## config.mk

```make
export PLATFORM = sky130hd
export DESIGN_NAME = axi_ddc_plan_regs
export DESIGN_NICKNAME = d
export VERILOG_FILES = /design/src/rtl/axi_ddc_plan_regs.sv
export SDC_FILE = /design/constraint.sdc
export NUM_CORES = 1
export LEC_CHECK = 0
export BUFFER_PORTS_ARGS = -buffer_cell sky130_fd_sc_hd__buf_4
export CAP_MARGIN = 0
export CORE_ASPECT_RATIO = 2
export CORE_UTILIZATION = 30
export DETAILED_ROUTE_END_ITERATION = 10
export PLACE_DENSITY_LB_ADDON = 0.15
export SKIP_CTS_REPAIR_TIMING = 1
export SYNTH_ARGS = -nofsm -noshare
export SYNTH_HDL_FRONTEND = slang
export SYNTH_SLANG_ARGS = --single-unit
export TNS_END_PERCENT = 5
```

## constraint.sdc

```tcl
create_clock -name clk_100MHz -period 4 [get_ports clk_100MHz]
set_input_delay 0.8 -clock clk_100MHz [delete_from_list [all_inputs] [get_ports clk_100MHz]]
set_output_delay 0.8 -clock clk_100MHz [all_outputs]
set_load 0.02 [all_outputs]
```

## src/rtl/axi_ddc_plan_regs.sv

```systemverilog
`default_nettype none
// ============================================================================
// Module   : axi_ddc_plan_regs
// Brief    : AXI4-Lite register block that streams the per-channel k plan
//            into the DDC plan RAM, issues commit pulses and exposes MODE/STATUS.
// Revision : 1.0 - initial release
// ============================================================================
module axi_ddc_plan_regs #(
    parameter int N_CH       = 128,
    parameter int K_WIDTH    = 14,
    parameter int ADDR_WIDTH = 5
) (
    input  logic                     clk_100MHz,
    input  logic                     reset,
    input  logic [ADDR_WIDTH-1:0]    s_axi_awaddr,
    input  logic                     s_axi_awvalid,
    output logic                     s_axi_awready,
    input  logic [31:0]              s_axi_wdata,
    input  logic [3:0]               s_axi_wstrb,
    input  logic                     s_axi_wvalid,
    output logic                     s_axi_wready,
    output logic [1:0]               s_axi_bresp,
    output logic                     s_axi_bvalid,
    input  logic                     s_axi_bready,
    input  logic [ADDR_WIDTH-1:0]    s_axi_araddr,
    input  logic                     s_axi_arvalid,
    output logic                     s_axi_arready,
    output logic [31:0]              s_axi_rdata,
    output logic [1:0]               s_axi_rresp,
    output logic                     s_axi_rvalid,
    input  logic                     s_axi_rready,
    output logic                     plan_we,
    output logic [$clog2(N_CH)-1:0]  plan_addr,
    output logic [K_WIDTH-1:0]       plan_data,
    output logic                     plan_commit,
    output logic [31:0]              mode
);

    localparam int         C_PA_W      = $clog2(N_CH);
    localparam int         C_CNT_W     = 8;
    localparam logic [C_CNT_W-1:0] C_CNT_FULL = C_CNT_W'(N_CH);
    localparam logic [2:0] C_REG_PLAN   = 3'd0;
    localparam logic [2:0] C_REG_CTRL   = 3'd1;
    localparam logic [2:0] C_REG_RSVD   = 3'd2;
    localparam logic [2:0] C_REG_STATUS = 3'd3;
    localparam logic [2:0] C_REG_MODE   = 3'd4;
    localparam logic [1:0] C_OKAY       = 2'b00;
    localparam logic [1:0] C_SLVERR     = 2'b10;

    // Write-channel holders
    logic                 r_aw_held;
    logic [2:0]           r_wsel;
    logic                 r_w_held;
    logic [31:0]          r_wdata;
    logic [3:0]           r_wstrb;
    logic                 r_bvalid;
    logic [1:0]           r_bresp;

    // Read channel
    logic                 r_rvalid;
    logic [31:0]          r_rdata;
    logic [1:0]           r_rresp;

    // Plan / control state
    logic                 r_plan_we;
    logic [C_PA_W-1:0]    r_plan_addr;
    logic [K_WIDTH-1:0]   r_plan_data;
    logic                 r_plan_commit;
    logic [31:0]          r_mode;
    logic [C_CNT_W-1:0]   r_count;
    logic                 r_overflow;
    logic                 r_committed;

    logic                 w_aw_hs;
    logic                 w_w_hs;
    logic                 w_b_hs;
    logic                 w_ar_hs;
    logic                 w_r_hs;
    logic                 w_exec;
    logic                 w_wr_err;
    logic                 w_count_full;
    logic [2:0]           w_rsel;
    logic [31:0]          w_rd_data;
    logic [1:0]           w_rd_resp;
    logic                 w_unused;

    // Byte offset bits carry no meaning in this register map.
    assign w_unused = &{1'b0, s_axi_awaddr[1:0], s_axi_araddr[1:0]};

    assign s_axi_awready = !reset && !r_aw_held && !r_bvalid;
    assign s_axi_wready  = !reset && !r_w_held  && !r_bvalid;
    assign s_axi_arready = !reset && !r_rvalid;

    assign w_aw_hs      = s_axi_awvalid && s_axi_awready;
    assign w_w_hs       = s_axi_wvalid  && s_axi_wready;
    assign w_b_hs       = r_bvalid && s_axi_bready;
    assign w_ar_hs      = s_axi_arvalid && s_axi_arready;
    assign w_r_hs       = r_rvalid && s_axi_rready;
    // Holders stay set while bvalid is up, so !r_bvalid makes the write fire once.
    assign w_exec       = r_aw_held && r_w_held && !r_bvalid;
    assign w_wr_err     = (r_wsel > C_REG_MODE);
    assign w_count_full = (r_count >= C_CNT_FULL);
    assign w_rsel       = s_axi_araddr[4:2];

    always_ff @(posedge clk_100MHz) begin
        if (reset) begin
            r_aw_held <= 1'b0;
            r_wsel    <= 3'd0;
            r_w_held  <= 1'b0;
            r_wdata   <= 32'd0;
            r_wstrb   <= 4'd0;
            r_bvalid  <= 1'b0;
            r_bresp   <= C_OKAY;
        end else begin
            if (w_aw_hs) begin
                r_aw_held <= 1'b1;
                r_wsel    <= s_axi_awaddr[4:2];
            end
            if (w_w_hs) begin
                r_w_held <= 1'b1;
                r_wdata  <= s_axi_wdata;
                r_wstrb  <= s_axi_wstrb;
            end
            if (w_exec) begin
                r_bvalid <= 1'b1;
                r_bresp  <= w_wr_err ? C_SLVERR : C_OKAY;
            end else if (w_b_hs) begin
                r_bvalid  <= 1'b0;
                r_aw_held <= 1'b0;
                r_w_held  <= 1'b0;
            end
        end
    end

    always_ff @(posedge clk_100MHz) begin
        if (reset) begin
            r_plan_we     <= 1'b0;
            r_plan_addr   <= '0;
            r_plan_data   <= '0;
            r_plan_commit <= 1'b0;
            r_mode        <= 32'd0;
            r_count       <= '0;
            r_overflow    <= 1'b0;
            r_committed   <= 1'b0;
        end else begin
            r_plan_we     <= 1'b0;
            r_plan_commit <= 1'b0;
            if (w_exec) begin
                case (r_wsel)
                    C_REG_PLAN: begin
                        r_committed <= 1'b0;
                        if (!w_count_full) begin
                            r_plan_we   <= 1'b1;
                            r_plan_addr <= r_count[C_PA_W-1:0];
                            r_plan_data <= r_wdata[K_WIDTH-1:0];
                            r_count     <= r_count + 1'b1;
                        end else begin
                            r_overflow <= 1'b1;
                        end
                    end
                    C_REG_CTRL: begin
                        if (r_wdata[0]) begin
                            r_plan_commit <= 1'b1;
                            r_committed   <= 1'b1;
                            r_count       <= '0;
                            r_overflow    <= 1'b0;
                        end else if (r_wdata[1]) begin
                            r_committed   <= 1'b0;
                            r_count       <= '0;
                            r_overflow    <= 1'b0;
                        end
                    end
                    C_REG_MODE: begin
                        for (int b = 0; b < 4; b++) begin
                            if (r_wstrb[b]) begin
                                r_mode[8*b +: 8] <= r_wdata[8*b +: 8];
                            end
                        end
                    end
                    default: ;
                endcase
            end
        end
    end

    // Read mux sees the registers before any write retiring this cycle.
    always_comb begin
        w_rd_data = 32'd0;
        w_rd_resp = C_OKAY;
        case (w_rsel)
            C_REG_PLAN:   w_rd_data = {24'd0, r_count};
            C_REG_CTRL:   w_rd_data = 32'd0;
            C_REG_RSVD:   w_rd_data = 32'd0;
            C_REG_STATUS: w_rd_data = {r_committed, r_overflow, 22'd0, r_count};
            C_REG_MODE:   w_rd_data = r_mode;
            default:      w_rd_resp = C_SLVERR;
        endcase
    end

    always_ff @(posedge clk_100MHz) begin
        if (reset) begin
            r_rvalid <= 1'b0;
            r_rdata  <= 32'd0;
            r_rresp  <= C_OKAY;
        end else if (w_ar_hs) begin
            r_rvalid <= 1'b1;
            r_rdata  <= w_rd_data;
            r_rresp  <= w_rd_resp;
        end else if (w_r_hs) begin
            r_rvalid <= 1'b0;
        end
    end

    assign s_axi_bvalid = r_bvalid;
    assign s_axi_bresp  = r_bresp;
    assign s_axi_rvalid = r_rvalid;
    assign s_axi_rdata  = r_rdata;
    assign s_axi_rresp  = r_rresp;
    assign plan_we      = r_plan_we;
    assign plan_addr    = r_plan_addr;
    assign plan_data    = r_plan_data;
    assign plan_commit  = r_plan_commit;
    assign mode         = r_mode;

endmodule
`default_nettype wire

```

==> impl_metrics.py, run 1 <==
metrics = {
    "routing": {
        "ant_nets": 0,
        "drt-pass1-iter-count": 4,
        "route.detailed.drc": 0,
        "wl_per_cell_um": 16.1,
        "wl_um": 15200,
        "vias_per_cell": 4.86,
        "drt_iter0_drc": 210,
        "vias": 4592,
    },
    "timing": {
        "final.min_clock_period_ps": 2420,
        "min_period_over_period": 0.606,
        "finalSetupViolCount": 0,
        "timing.fmax_ghz": 0.413,
        "finalHoldViolations": 0,
        "relSlewSlack": 0.174,
        "finalSetupTns_ps": 0,
        "tightestPinTransition_ps": 1240,
        "clock-skew-final_ps": 11.8,
        "rsz0062_at_grt": "no",
        "finalMaxSlewViolations": 0,
    },
    "synthesis": {
        "ys.warnings.count": 0,
        "synthDistinctLibCells": 41,
        "ys_seq_area_frac": 0.547,
        "ys_ff_latch": 142,
        "synth.avg_cell_area_um2": 8.72,
        "synth_edf_count": 0,
        "netlist_instances": 596,
        "synthArstFlopShare": 0,
        "synthFlopType": "dfxtp_1",
        "netlist_area_um2": 5200,
    },
    "worst_setup_path": {
        "cp-start-kind": "input pin",
        "cp_data_arrival_time_ps": 1620,
        "crit_path_end_kind": "primary output",
        "critPathRequiredTime_ps": 3200,
        "crit_path_top_delay_cell": "nor3_1",
        "critical_path.top_delay_family": "buffers and inverters",
        "crit_buf_inv": 2,
        "setup.worst_path.class": "input pin to primary output",
        "path_common_cell": "buf_4",
        "path_cells": "buf_4 -> nor3_1 -> buf_4",
        "cpPeakStageDelay_ps": 350,
        "path_max_fanout": 41,
    },
    "global_routing": {
        "grt_max_degree": 53,
        "grt_usage": 0.174,
        "overflow": 0,
        "grt_pass1_vias": 4352,
        "grt_first_pass_wirelength_um": 23300,
        "antenna_found_initial": 0,
    },
    "cts": {
        "cts_made_buffers": 17,
        "path_clk_slew_ps": 70,
        "clockBufferDepth": 2,
        "clk_latency_ps": 410,
        "root_buffer": "clkbuf_16",
        "cts_tree": "done",
        "cts_max_level": 4,
        "clkSinkCount": 142,
    },
    "die": {
        "initial_utilization": 0.309,
        "die_x_um": 95.1,
        "ioPinCount": 149,
        "core_area_um2": 16800,
        "dieArea_um2": 17900,
        "chipHeight_um": 188,
        "fp-row-count": 67,
    },
    "cells_and_area": {
        "area_growth_syn_to_layout_pct": 34.6,
        "fillers": 1722,
        "fin_nets": 780,
        "multi_input_area_um2": 2160,
        "diodes": 0,
        "drive_above_1_share": 0.256,
        "finalNonFillerCells": 945,
        "seq_area_um2": 2840,
    },
    "power": {
        "powerDensity_nw_per_um2": 466,
        "seqPwrFrac": 0.451,
        "internal_power_uw": 2480,
        "switchingPower_uw": 784,
        "ir_drop_mv": 0.276,
        "leakagePower_uw": 0.00301,
        "combinationalPowerShare": 0.065,
        "clkPwrFrac": 0.485,
        "power.share.switching": 0.240,
    },
    "hold_path": {
        "min_path_type": "register to register",
    },
    "placement": {
        "dp.cells": 913,
        "portBuffers": 142,
        "dp_hpwl_um": 10900,
        "gp_congestion": 0.815,
    },
    "flow_run": {
        "cap_viol_max_count": 0,
    },
    "outcome": {
        "outcome": "finished, final reports clean",
    },
}
[placed cells by master (no fill, tap or decap), drive strengths merged, types with 3 or more instances in the layout]
master	count
or4	3
mux2i	35
inv	9
nand3	7
a21oi	70
dfxtp	142
and2	4
nor2	83
a22oi	22
a221oi	10
nand2b	3
or3	4
nand4	4
clkinv	4
nand2	124
nor3	12
nor3b	3
o21ai	5
buf	150
clkbuf	19
[power groups by stage]
stage	clock network [uW]	registers, uW	logic [uW]
global route	1690	1470	233
CTS	1620	1470	213
floorplan	0	1500	116
finish	1580	1470	210
global placement	0	1500	209
detailed placement	0	1500	213
[kinds of logic after synthesis]
logic type,share of synthesized area
buffers and inverters,0.0390
AND/OR/NAND/NOR,0.210
flip-flops,0.547
adder cells (fa/ha/maj),0.00481
XOR/XNOR,0.00169
multiplexers,0.0674
other,0.000721
AO/OA/AOI/OAI,0.130
[worst min-delay path, delay by kind of cell (launching register included)]
kind             cells  cell delay (ps)
AO/OA/AOI/OAI        1               50
flip-flops           1              310
AND/OR/NAND/NOR      1               50
[cells in the mapped netlist, drive strengths merged, types with 2 or more instances]
cell	n	area share
a21oi	70	0.067
a221oi	10	0.017
a22oi	22	0.032
a31oi	2	0.0024
and2	4	0.0048
buf	12	0.015
clkbuf	29	0.021
dfxtp	142	0.55
ha	2	0.0048
inv	4	0.0029
mux2i	35	0.067
nand2	124	0.090
nand2b	3	0.0036
nand3	7	0.0067
nand3b	2	0.0029
nand4	4	0.0048
nor2	83	0.060
nor3	12	0.012
nor3b	3	0.0043
o21ai	5	0.0048
or2	2	0.0024
or3	4	0.0051
or3b	2	0.0034
or4	3	0.0043
[layer usage]
metal | up-vias | global-route usage | part of all wire
li1 | 2277 | - | -
met1 | 2186 | 0.183 | 0.37
met2 | 114 | 0.321 | 0.57
met3 | 15 | 0.0414 | 0.048
met4 | 0 | 0.0635 | 0.019
met5 | - | 0 | 0
[path summary, 6_finish.rpt]
check | slack, ps | cells after the start | endpoint | start
setup / recovery | 1580 | 3 | s_axi_wready | reset
hold / removal | 450 | 2 | r_wdata[28] | r_wdata[28]
setup reg to reg | 1740 | 4 | r_count[6] | s_axi_bvalid
hold reg to reg | 450 | 2 | r_wdata[28] | r_wdata[28]
[stage by stage]
step	worst slack [ps]	total power [uW]	hold WS (ps)	utilization	instance area, um^2
after floorplan	1640	1620	436	-	5200
after global placement	1210	1710	439	0.380	6400
after detailed placement	1160	1710	446	0.380	6400
after CTS	1600	3310	454	0.415	7000
after global routing	1470	3390	475	0.415	7000
final	1580	3260	454	0.415	7000
[state kept, by name (all words and copies together) (netlist names), 3 cells and up]
name / cells
plan_addr: 7
s_axi_rdata: 32
mode: 32
r_wsel: 3
r_wstrb: 4
r_count: 8
plan_data: 14
r_wdata: 32
[cell type report]
| class | count | area share |
|---|---|---|
| Sequential cell | 142 | 0.406 |
| Multi-Input combinational cell | 410 | 0.308 |
| Timing Repair Buffer | 150 | 0.161 |
| Clock buffer | 19 | 0.0633 |
| Tap cell | 207 | 0.0370 |
| Clock inverter | 13 | 0.0218 |
| Inverter | 4 | 0.00215 |
Note: power is estimated with default switching activity, not from simulation.
==> inputs of run 2 (changes only) <==
- clock period: 4 -> 2.35 ns (I/O delays scaled with it)
==> impl_metrics.py, run 2 (synthesis gave the netlist of run 1 again) <==
metrics = {
    "cells_and_area": {
        "diodes": 0,
        "drive_above_1_share": 0.276,
        "area_growth_syn_to_layout_pct": 36.9,
        "finalNonFillerCells": 964,
        "final_util": 0.422,
        "fin_nets": 799,
        "mostFrequentLayoutCells": "168 x buf_4, 142 x dfxtp_1, 123 x nand2_1",
        "layout_commonest_cell": "buf_4",
    },
    "hold_path": {
        "min_from": "s_axi_rready",
        "min_path_type": "input pin to register",
    },
    "routing": {
        "drt_iter0_drc": 183,
        "wl_um": 15300,
        "wl_per_cell_um": 15.8,
        "vias": 4685,
        "ant_nets": 0,
        "drt-pass1-iter-count": 4,
        "vias_per_cell": 4.86,
        "route.detailed.drc": 0,
    },
    "cts": {
        "path_clk_slew_ps": 60,
        "root_buffer": "clkbuf_16",
        "clkSinkCount": 142,
        "cts_max_level": 4,
        "clockBufferDepth": 2,
        "cts_tree": "done",
        "cts_made_buffers": 17,
        "clk_latency_ps": 410,
    },
    "power": {
        "powerDensity_nw_per_um2": 761,
        "leakagePower_uw": 0.00309,
        "power.share.switching": 0.255,
        "seqPwrFrac": 0.461,
        "ir_drop_mv": 0.549,
        "combinationalPowerShare": 0.071,
        "internal_power_uw": 4030,
        "clkPwrFrac": 0.468,
        "switchingPower_uw": 1380,
    },
    "timing": {
        "rsz0062_at_grt": "no",
        "finalSetupViolCount": 0,
        "final.min_clock_period_ps": 1870,
        "finalHoldViolations": 0,
        "finalSetupTns_ps": 0,
        "tightestPinTransition_ps": 769,
        "finalMaxSlewViolations": 0,
        "timing.fmax_ghz": 0.536,
        "min_period_over_period": 0.794,
        "hold-worst-slack_ps": 274,
        "clock-skew-final_ps": 11.4,
        "relSlewSlack": 0.487,
        "worst_slack_ps": 485,
    },
    "worst_setup_path": {
        "crit_path_top_delay_cell": "nor3_1",
        "setup.worst_path.class": "register to primary output",
        "r2r_start": "s_axi_bvalid",
        "crit_path_end_kind": "primary output",
        "path_cells": "nor3_1 -> buf_4",
        "cp-start-kind": "register",
        "critPathRequiredTime_ps": 1880,
        "setup.worst_path.start": "s_axi_bvalid",
        "path_max_fanout": 7,
        "cp_data_arrival_time_ps": 1400,
        "cpPeakStageDelay_ps": 400,
    },
    "placement": {
        "dp_hpwl_um": 11300,
        "portBuffers": 142,
        "pre_cts_ws_ps": 407,
        "dp.cells": 932,
        "gp_congestion": 0.786,
    },
    "die": {
        "dieArea_um2": 17900,
        "ioPinCount": 149,
        "die_x_um": 95.1,
        "fp-row-count": 67,
        "chipHeight_um": 188,
        "initial_utilization": 0.309,
        "core_area_um2": 16800,
    },
    "global_routing": {
        "overflow": 0,
        "grt_first_pass_wirelength_um": 24000,
        "grt_max_degree": 45,
        "antenna_found_initial": 0,
        "grt_pass1_vias": 4684,
        "grt_usage": 0.178,
    },
    "outcome": {
        "outcome": "finished, final reports clean",
    },
    "flow_run": {
        "cap_viol_max_count": 0,
    },
}
[run 2: changes by cell type in the layout (fill, tap and decap cells not counted), sizes merged]
cell    previous run  this run
inv                9        13
clkbuf            19        18
clkinv             4         3
bufinv             2         0
buf              150       169
[run 2: metrics by stage]
stage	power (uW)	area, um^2
2_1_floorplan	2760	5200
3_3_place_gp	2930	6560
3_5_place_dp	2940	6560
4_1_cts	5490	7120
5_1_grt	5640	7120
6_report	5410	7120
[run 2: worst max-delay path, delay by kind of cell (launching register included)]
kind          cells  cell delay (ps)
buf+inv           1              220
simple gates      1              400
flops             1              360
[run 2: final cells by class]
type / instances / area [um^2]
Clock buffer: 18 / 439
Clock inverter: 14 / 121
Fill cell: 1731 / 9730
Inverter: 4 / 15.0
Multi-Input combinational cell: 410 / 2160
Sequential cell: 142 / 2840
Tap cell: 207 / 259
Timing Repair Buffer: 169 / 1280
[run 2: routing by layer]
layer	share of wire	track usage
met4	0.021	0.0723
met2	0.58	0.344
met3	0.037	0.0373
met5	0	0
met1	0.36	0.173
[run 2: worst paths after layout]
check	cells after the start	to	slack, ps
worst max-delay path	2	s_axi_wready	480
worst min-delay path	2	s_axi_rvalid	270
worst max register to register	5	mode[17]	480
worst min register to register	2	r_wdata[14]	450
[run 2: power by group through the flow]
stage	clock network [uW]	registers (uW)	logic, uW
global placement	0	2550	385
floorplan	0	2560	197
global route	2710	2500	425
detailed placement	0	2550	390
finish	2530	2500	384
CTS	2610	2500	391
==> inputs of run 3 (changes only) <==
- clock period: 2.35 -> 1.8 ns (I/O delays scaled with it)
==> impl_metrics.py, run 3 (synthesis gave the netlist of run 1 again) <==
metrics = {
    "cts": {
        "clockBufferDepth": 2,
        "cts_tree": "done",
        "cts_made_buffers": 17,
        "root_buffer": "clkbuf_16",
        "cts_max_level": 4,
        "clkSinkCount": 142,
        "clk_latency_ps": 420,
        "path_clk_slew_ps": 60,
    },
    "routing": {
        "wl_um": 15500,
        "drt_iter0_drc": 200,
        "vias_per_cell": 4.83,
        "wl_per_cell_um": 15.9,
        "vias": 4711,
        "drt-pass1-iter-count": 7,
        "ant_nets": 0,
        "route.detailed.drc": 0,
    },
    "cells_and_area": {
        "area_growth_syn_to_layout_pct": 40.8,
        "layout_commonest_cell": "buf_4",
        "mostFrequentLayoutCells": "178 x buf_4, 142 x dfxtp_1, 123 x nand2_1",
        "diodes": 0,
        "finalNonFillerCells": 976,
        "final_area_um2": 7320,
        "drive_above_1_share": 0.289,
        "fin_nets": 812,
    },
    "worst_setup_path": {
        "cp-endpoint": "s_axi_awready",
        "cp_data_arrival_time_ps": 1360,
        "cp-start-kind": "register",
        "setup.worst_path.start": "s_axi_bvalid",
        "path_max_fanout": 6,
        "worstReg2RegEnd": "r_count[7]",
        "critPathRequiredTime_ps": 1440,
        "r2r_cells": 4,
        "crit_path_end_kind": "primary output",
        "r2r_start": "r_count[1]",
        "setup.worst_path.class": "register to primary output",
        "rrSetupSlack_ps": 90,
    },
    "timing": {
        "rsz0062_at_grt": "no",
        "worst_slack_ps": 81.5,
        "timing.fmax_ghz": 0.582,
        "min_period_over_period": 0.955,
        "finalMaxSlewViolations": 0,
        "finalSetupTns_ps": 0,
        "final.min_clock_period_ps": 1720,
        "finalHoldViolations": 0,
        "clock-skew-final_ps": 8.82,
        "finalSetupViolCount": 0,
        "hold-worst-slack_ps": 156,
    },
    "die": {
        "ioPinCount": 149,
        "core_area_um2": 16800,
        "fp-row-count": 67,
        "chipHeight_um": 188,
        "dieArea_um2": 17900,
        "die_x_um": 95.1,
        "initial_utilization": 0.309,
    },
    "power": {
        "clkPwrFrac": 0.490,
        "powerDensity_nw_per_um2": 1020,
        "internal_power_uw": 5790,
        "ir_drop_mv": 0.702,
        "seqPwrFrac": 0.436,
        "leakagePower_uw": 0.00319,
        "combinationalPowerShare": 0.073,
        "power.share.switching": 0.224,
        "switchingPower_uw": 1670,
    },
    "global_routing": {
        "grt_first_pass_wirelength_um": 24300,
        "antenna_found_initial": 0,
        "grt_usage": 0.181,
        "grt_pass1_vias": 4653,
        "grt_max_degree": 104,
        "overflow": 0,
    },
    "outcome": {
        "outcome": "finished, final reports clean",
    },
    "placement": {
        "portBuffers": 142,
        "dp.cells": 945,
        "placed_area_um2": 6700,
        "pre_cts_ws_ps": 85.3,
        "dp_hpwl_um": 11200,
        "gp_congestion": 0.774,
    },
    "hold_path": {
        "min_path_type": "input pin to register",
    },
    "flow_run": {
        "cap_viol_max_count": 0,
    },
}
-- run 3: how the worst min path moves through the flow --
stage | startpoint | to | depth (start not counted)
3_3_place_gp | s_axi_rresp[1] | s_axi_rresp[1] | 2
2_1_floorplan | r_wdata[14] | r_wdata[14] | 2
4_1_cts | s_axi_rready | s_axi_rvalid | 2
6_report | s_axi_rready | s_axi_rvalid | 2
5_1_grt | s_axi_rready | s_axi_rvalid | 2
3_5_place_dp | r_wdata[23] | r_wdata[23] | 2
-- run 3: final cells by class --
| cell class | count | area [um^2] |
|---|---|---|
| fillers | 1725 | 9530 |
| flip-flops and latches | 142 | 2840 |
| multi-input cells | 410 | 2170 |
| repair buffers | 182 | 1420 |
| clock buffers | 20 | 447 |
| well taps | 207 | 259 |
| clock inverters | 11 | 166 |
| inverters | 4 | 15.0 |
-- run 3: metrics by stage --
step,utilization,total power [uW]
final,0.434,7460
after global routing,0.434,7740
after CTS,0.434,7550
after detailed placement,0.397,3870
after global placement,0.397,3860
after floorplan,-,3600
-- run 3: power groups by stage --
stage                     clock (uW)  combinational [uW]  sequential [uW]
after floorplan                    0                 258             3340
after global placement             0                 542             3320
after detailed placement           0                 552             3320
after CTS                       3740                 554             3250
after global routing            3880                 600             3260
final                           3650                 548             3250
-- run 3: critical path, cell delays in order (launching register included) --
cell     delay [ps]
dfxtp_1         310
buf_4           160
nor3_2          200
buf_4           150
buf_4           130
-- run 3: per-layer routing --
metal  global-route usage  wire [um]  vias up
li1                     -          -     2336
met1                0.180       5680     2237
met2                0.343       8850      117
met3               0.0418        609       21
met4               0.0734        397        0
met5                    0          0        -
